--- src/rtl/ex2_mult.sv ---
// ex2 benchmark datapath: sequential 4x4 unsigned shift-add multiplier with START/READY.
// State lives in fifteen separate flops S0..S14 so benches can observe and overwrite them.
module ex2_mult (
  input  logic CLK,
  input  logic RESET_N,
  input  logic START,
  input  logic A0,
  input  logic A1,
  input  logic A2,
  input  logic A3,
  input  logic B0,
  input  logic B1,
  input  logic B2,
  input  logic B3,
  output logic CNTVCO2,
  output logic CNTVCON2,
  output logic READY,
  output logic P0,
  output logic P1,
  output logic P2,
  output logic P3,
  output logic P4,
  output logic P5,
  output logic P6,
  output logic P7
);

  logic S0, S1, S2, S3, S4, S5, S6, S7;
  logic S8, S9, S10, S11;
  logic S12, S13;
  logic S14;

  logic [7:0] pr;
  logic [3:0] m;
  logic [1:0] cnt;
  logic       busy;
  logic [7:0] pr_nxt;
  logic [3:0] m_nxt;
  logic [1:0] cnt_nxt;
  logic       busy_nxt;
  logic [4:0] sum;

  // One shift-add step: upper half of PR plus M when the current multiplier bit is set.
  function automatic logic [4:0] add_step(input logic [7:0] p, input logic [3:0] mc);
    return {1'b0, p[7:4]} + (p[0] ? {1'b0, mc} : 5'd0);
  endfunction

  assign pr   = {S7, S6, S5, S4, S3, S2, S1, S0};
  assign m    = {S11, S10, S9, S8};
  assign cnt  = {S13, S12};
  assign busy = S14;
  assign sum  = add_step(pr, m);

  always_comb begin
    pr_nxt   = pr;
    m_nxt    = m;
    cnt_nxt  = cnt;
    busy_nxt = busy;
    if (busy) begin
      pr_nxt   = {sum, pr[3:1]};
      cnt_nxt  = cnt + 2'd1;
      busy_nxt = (cnt != 2'd3);
    end else if (START) begin
      m_nxt    = {A3, A2, A1, A0};
      pr_nxt   = {4'b0000, B3, B2, B1, B0};
      cnt_nxt  = 2'd0;
      busy_nxt = 1'b1;
    end
  end

  always_ff @(posedge CLK or negedge RESET_N) begin
    if (!RESET_N)
      {S14, S13, S12, S11, S10, S9, S8, S7, S6, S5, S4, S3, S2, S1, S0} <= 15'd0;
    else
      {S14, S13, S12, S11, S10, S9, S8, S7, S6, S5, S4, S3, S2, S1, S0} <=
        {busy_nxt, cnt_nxt, m_nxt, pr_nxt};
  end

  assign READY    = ~S14;
  assign CNTVCO2  = S14 & S13 & S12;
  assign CNTVCON2 = ~CNTVCO2;
  assign {P7, P6, P5, P4, P3, P2, P1, P0} = pr;

endmodule

--- config.mk ---
export PLATFORM = sky130hd
export DESIGN_NAME = ex2_mult
export DESIGN_NICKNAME = d
export VERILOG_FILES = /design/src/rtl/ex2_mult.sv
export SDC_FILE = /design/constraint.sdc
export NUM_CORES = 1
export LEC_CHECK = 0
export CAP_MARGIN = 25
export CORE_ASPECT_RATIO = 1.25
export CORE_MARGIN = 4
export CORE_UTILIZATION = 49
export DETAILED_ROUTE_END_ITERATION = 7
export GPL_TIMING_DRIVEN = 0
export PLACE_DENSITY_LB_ADDON = 0.1
export SYNTH_ARGS = -nofsm -noshare
export SYNTH_HDL_FRONTEND = slang
export SYNTH_SLANG_ARGS = --single-unit
--- constraint.sdc ---
create_clock -name CLK -period 2.25 [get_ports CLK]
set_input_delay 0.45 -clock CLK [delete_from_list [all_inputs] [get_ports CLK]]
set_output_delay 0.45 -clock CLK [all_outputs]
set_load 0.005 [all_outputs]
==> results.yml, run 1 <==
synthesis:
  syn_area_per_cell_um2: 10.6
  yosysSeqAreaShare_pct: 46.6
  yosys_warnings: 0
  syn-instance-count: 76
  yosysUniqueCellTypes: 26
  synth_nets: 93
  synth.cell_area_um2: 806
  ys_seq_elements: 15
sta:
  tightestPinTransition_ps: 670
  fin_crit_ps: 1980
  clock_skew_ps: 2.55
  drv_slew: 0
  finalCritPeriodShare_pct: 88.0
  fmax_mhz: 505
  setup_viol: 0
  final.setup.tns_ps: 0
  layout_setup_ws_ps: 269
  max-slew-margin-rel_pct: 55.2
  finalHoldViolCount: 0
  whs_ps: 428
  rsz0062_at_grt: "no"
power_and_ir_drop:
  p_comb_share_pct: 51.0
  powerDensity_nw_per_um2: 1270
  p_seq_share_pct: 37.7
  finalPower_mw: 1.34
  p_leak_nw: 0.478
  p_clk_share_pct: 11.4
  swShare_pct: 35.6
  p_int_mw: 0.861
  peakVddDrop_mv: 0.623
  power.switching_mw: 0.476
setup_path:
  cpPeakStageDelay_ps: 490
  critPathMaxFanout: 19
  critical_path_class: "flip-flop to output port"
  worstPathArrival_ps: 1530
  end_kind: "output port"
  path_cells: "buf_6, nand3_1, inv_1, clkdlybuf4s50_1"
  cp_slowest_cell: "clkdlybuf4s50_1"
  crit_required_ps: 1800
  worst_setup_path_start_kind: "flip-flop"
grt:
  grt_pass1_wl_um: 2690
  grt_usage_pct: 15.7
  grt_pass1_vias: 621
  antenna_found_initial: 0
  gr-total-overflow: 0
  grt_max_degree: 16
clock_network:
  cts_tree: "yes"
  cts_buffers: 3
  clk_latency_ps: 280
  path_clk_slew_ps: 90
  htreeDepth: 1
  ctsHoldBuffers: 0
  cts-root-buf: "clkbuf_4"
  clockBufferDepth: 2
  clock-sinks: 15
  cts_resized: 0
  cts_setup_buffers: 0
routing:
  vias: 622
  totalWireLength_um: 1490
  post_drt_wl_per_cell_um: 12.7
  viasPerCell: 5.32
  drc: 0
  drt_iter0_drc: 4
  first_pass_iters: 4
  drtAntennaViolNets: 0
placement:
  port_buffers: 20
  routabilityCongestion: 0.687
  hpwl_um: 1230
  pre_cts_slack_ps: 362
floorplan:
  ios: 22
  num_rows: 16
  die_w_um: 44.3
  die_area_um2: 2360
  initial_core_util_pct: 51.6
  coreArea_um2: 1560
  die_height_um: 53.3
cells_and_area:
  most-common-layout-cells: "clkdlybuf4s50_1 (20), dfrtp_1 (15), nand2_1 (9), o21ai_0 (8)"
  areaGrowthSynthToFinish_pct: 30.3
  antennaDiodeCount: 0
  final_common_cell: "clkdlybuf4s50_1"
  drive_above_1_share_pct: 12.1
  fin_nets: 117
run:
  cap_violations: 0
run_status:
  status: "complete, no violations"
min_path:
  holdCritPathClass: "primary input to flip-flop"
-- cell type report --
| type | instances | area, um2 |
|---|---|---|
| Fill cell | 123 | 512 |
| Multi-Input combinational cell | 51 | 380 |
| Sequential cell | 15 | 375 |
| Timing Repair Buffer | 20 | 200 |
| Clock buffer | 4 | 26.3 |
| Inverter | 7 | 26.3 |
| Tap cell | 18 | 22.5 |
| Buffer | 2 | 18.8 |
-- power groups by stage --
stage	clock network (mW)	logic, mW	registers (mW)
floorplan	0	0.420	0.497
global placement	0	0.681	0.505
detailed placement	0	0.697	0.513
CTS	0.159	0.705	0.505
global route	0.165	0.770	0.521
finish	0.152	0.681	0.503
-- per-stage QoR --
step           std cells  cell area (um2)  utilization [%]
3_3_place_gp         114             1030             65.9
6_report             117             1050             67.2
5_1_grt              117             1050             67.2
4_1_cts              118             1050             67.5
2_1_floorplan         76              806                -
3_5_place_dp         114             1030             65.9
-- cell usage after synthesis (all sizes together) --
cell | count | share of area [%]
nand4b | 1 | 1.1
nor4bb | 1 | 1.2
mux2 | 4 | 5.6
mux2i | 4 | 5.0
nor2b | 1 | 0.78
o21ai | 8 | 5.0
inv | 7 | 3.3
fa | 1 | 2.5
ha | 5 | 7.8
and2 | 3 | 2.3
buf | 3 | 2.9
and3b | 1 | 1.1
a21oi | 2 | 1.2
nor2 | 1 | 1.4
or3 | 1 | 0.78
nand2 | 9 | 4.2
dfrtp | 15 | 47
a311oi | 1 | 1.1
a31oi | 1 | 0.78
nand3 | 4 | 2.5
o31ai | 1 | 0.93
o21bai | 1 | 0.93
xnor2 | 1 | 1.1
-- kinds of logic (layout without fill, tap and decap cells) --
| group | after synthesis | in the layout | synth area share (%) |
|---|---|---|---|
| adder cells (fa/ha/maj) | 6 | 6 | 10.2 |
| flip-flops | 15 | 15 | 46.6 |
| buffers and inverters | 10 | 33 | 6.21 |
| XOR/XNOR | 1 | 1 | 1.09 |
| AND/OR/NAND/NOR | 22 | 22 | 15.4 |
| AO/OA/AOI/OAI | 14 | 14 | 9.94 |
| multiplexers | 8 | 8 | 10.6 |
-- worst max-delay path: cells and delay by family (launching register included) --
kind | cells | cell delay, ps
flops | 1 | 410
buf+inv | 3 | 740
simple gates | 1 | 100
-- metal layers --
metal,vias up,wire [um],track usage (%),share of wire (%)
li1,308,-,-,-
met1,296,673,18.6,45
met2,14,730,26.5,49
met3,4,65,3.06,4.4
met4,0,22,7.54,1.5
met5,-,0,0,0
-- worst paths after layout --
path,slack (ps),from,cells past startpoint,endpoint
worst max-delay path,270,S14$_DFF_PN0_,4,CNTVCO2
worst min-delay path,430,START,2,P5$_DFFE_PN0P_
worst max register to register,580,P0$_DFFE_PN0P_,7,P7$_DFFE_PN0P_
worst min register to register,510,S11$_DFFE_PN0P_,1,S11$_DFFE_PN0P_
max in group asynchronous,1250,RESET_N,1,P6$_DFFE_PN0P_
min in group asynchronous,570,RESET_N,1,S13$_DFFE_PN0P_
Note: power is estimated with default switching activity, not from simulation.
==> run 2: changes to the inputs <==
- CAP_MARGIN: 25 -> 20
- CORE_MARGIN: 4 -> unset
==> results.yml, run 2 (same netlist as run 1, synthesis figures left out) <==
run_status:
  status: "complete, no violations"
setup_path:
  end_kind: "output port"
  cp_slowest_cell: "clkdlybuf4s50_1"
  cpPeakStageDelay_ps: 490
  critPathMaxFanout: 19
  r2r_setup_slack_ps: 560
  critical_path_class: "flip-flop to output port"
  path_buf_inv: 3
  crit_required_ps: 1800
  path_cells: "buf_6, nand3_1, inv_1, clkdlybuf4s50_1"
  startpoint: "S14$_DFF_PN0_"
  worstPathArrival_ps: 1540
  worst_setup_path_start_kind: "flip-flop"
  critical-path-top-delay-family: "buffers and inverters"
  reg2reg_from: "P0$_DFFE_PN0P_"
floorplan:
  initial_core_util_pct: 51.6
  die_height_um: 47.3
  die_area_um2: 1810
  die_w_um: 38.3
  num_rows: 16
  ios: 22
  coreArea_um2: 1560
placement:
  dp.cells: 114
  pre_cts_slack_ps: 367
  routabilityCongestion: 0.748
  hpwl_um: 1160
  placed_cell_area_um2: 1030
  port_buffers: 20
sta:
  fmax_mhz: 504
  clock_skew_ps: 8.19
  layout_setup_ws_ps: 265
  max-slew-margin-rel_pct: 56.6
  rsz0062_at_grt: "no"
  finalHoldViolCount: 0
  setup_viol: 0
  drv_slew: 0
  final.setup.tns_ps: 0
  tightestPinTransition_ps: 648
  finalCritPeriodShare_pct: 88.2
  fin_crit_ps: 1990
  whs_ps: 422
min_path:
  holdCritPathClass: "primary input to flip-flop"
  hp-start: "START"
grt:
  grt_pass1_wl_um: 2380
  grt_usage_pct: 19.2
  antenna_found_initial: 0
  grt_pass1_vias: 556
  gr-total-overflow: 0
  grt_max_degree: 16
routing:
  drc: 0
  first_pass_iters: 2
  vias: 596
  drtAntennaViolNets: 0
  viasPerCell: 5.09
  totalWireLength_um: 1450
  post_drt_wl_per_cell_um: 12.4
  drt_iter0_drc: 7
cells_and_area:
  areaGrowthSynthToFinish_pct: 30.4
  fin_nets: 117
  multi_input_area_um2: 380
  antennaDiodeCount: 0
  n_fill_cell: 126
  most-common-layout-cells: "clkdlybuf4s50_1 (20), dfrtp_1 (15), nand2_1 (9), o21ai_0 (8)"
  final_common_cell: "clkdlybuf4s50_1"
  final_cells: 117
  fin_util_pct: 67.3
  drive_above_1_share_pct: 13.1
  final_area_um2: 1050
  seq_area_um2: 375
clock_network:
  cts-root-buf: "clkbuf_4"
  cts_tree: "yes"
  ctsHoldBuffers: 0
  clockBufferDepth: 2
  path_clk_slew_ps: 100
  cts_setup_buffers: 0
  clk_latency_ps: 280
  cts_resized: 0
  cts_buffers: 3
  clock-sinks: 15
  htreeDepth: 1
power_and_ir_drop:
  peakVddDrop_mv: 0.681
  finalPower_mw: 1.34
  p_leak_nw: 0.481
  powerDensity_nw_per_um2: 1280
run:
  cap_violations: 0
run 2: cell count changes in the layout (fill, tap and decap cells not counted), sizes merged:
cell    before  now
clkinv       0    1
clkbuf       4    3
run 2: per-layer routing:
metal  routed length [um]  GRT usage, %  up-vias
li1                     -             -      309
met1                  693          25.5      275
met2                  704          30.8       10
met3                   44          4.27        2
met4                   11          6.43        0
met5                    0             0        -
run 2: path summary, 6_finish.rpt:
path                                    to  cells past startpoint
setup / recovery                   CNTVCO2                      4
hold / removal              P5$_DFFE_PN0P_                      2
setup reg to reg            P7$_DFFE_PN0P_                      7
hold reg to reg            S11$_DFFE_PN0P_                      1
max in group asynchronous  S10$_DFFE_PN0P_                      1
min in group asynchronous  S13$_DFFE_PN0P_                      1
run 2: area by class of cell:
cell class / count / share of cell area, %
Multi-Input combinational cell: 51 / 36.2
Sequential cell: 15 / 35.7
Timing Repair Buffer: 20 / 19.0
Inverter: 7 / 2.50
Clock buffer: 3 / 2.14
Tap cell: 18 / 2.14
Buffer: 2 / 1.79
Clock inverter: 1 / 0.476
run 2: power by group:
group / leakage (nW) / switching [mW] / internal, mW
combinational: 0.280 / 0.294 / 0.388
clock: 0.0177 / 0.0881 / 0.0658
sequential: 0.183 / 0.101 / 0.404
total: 0.481 / 0.483 / 0.858
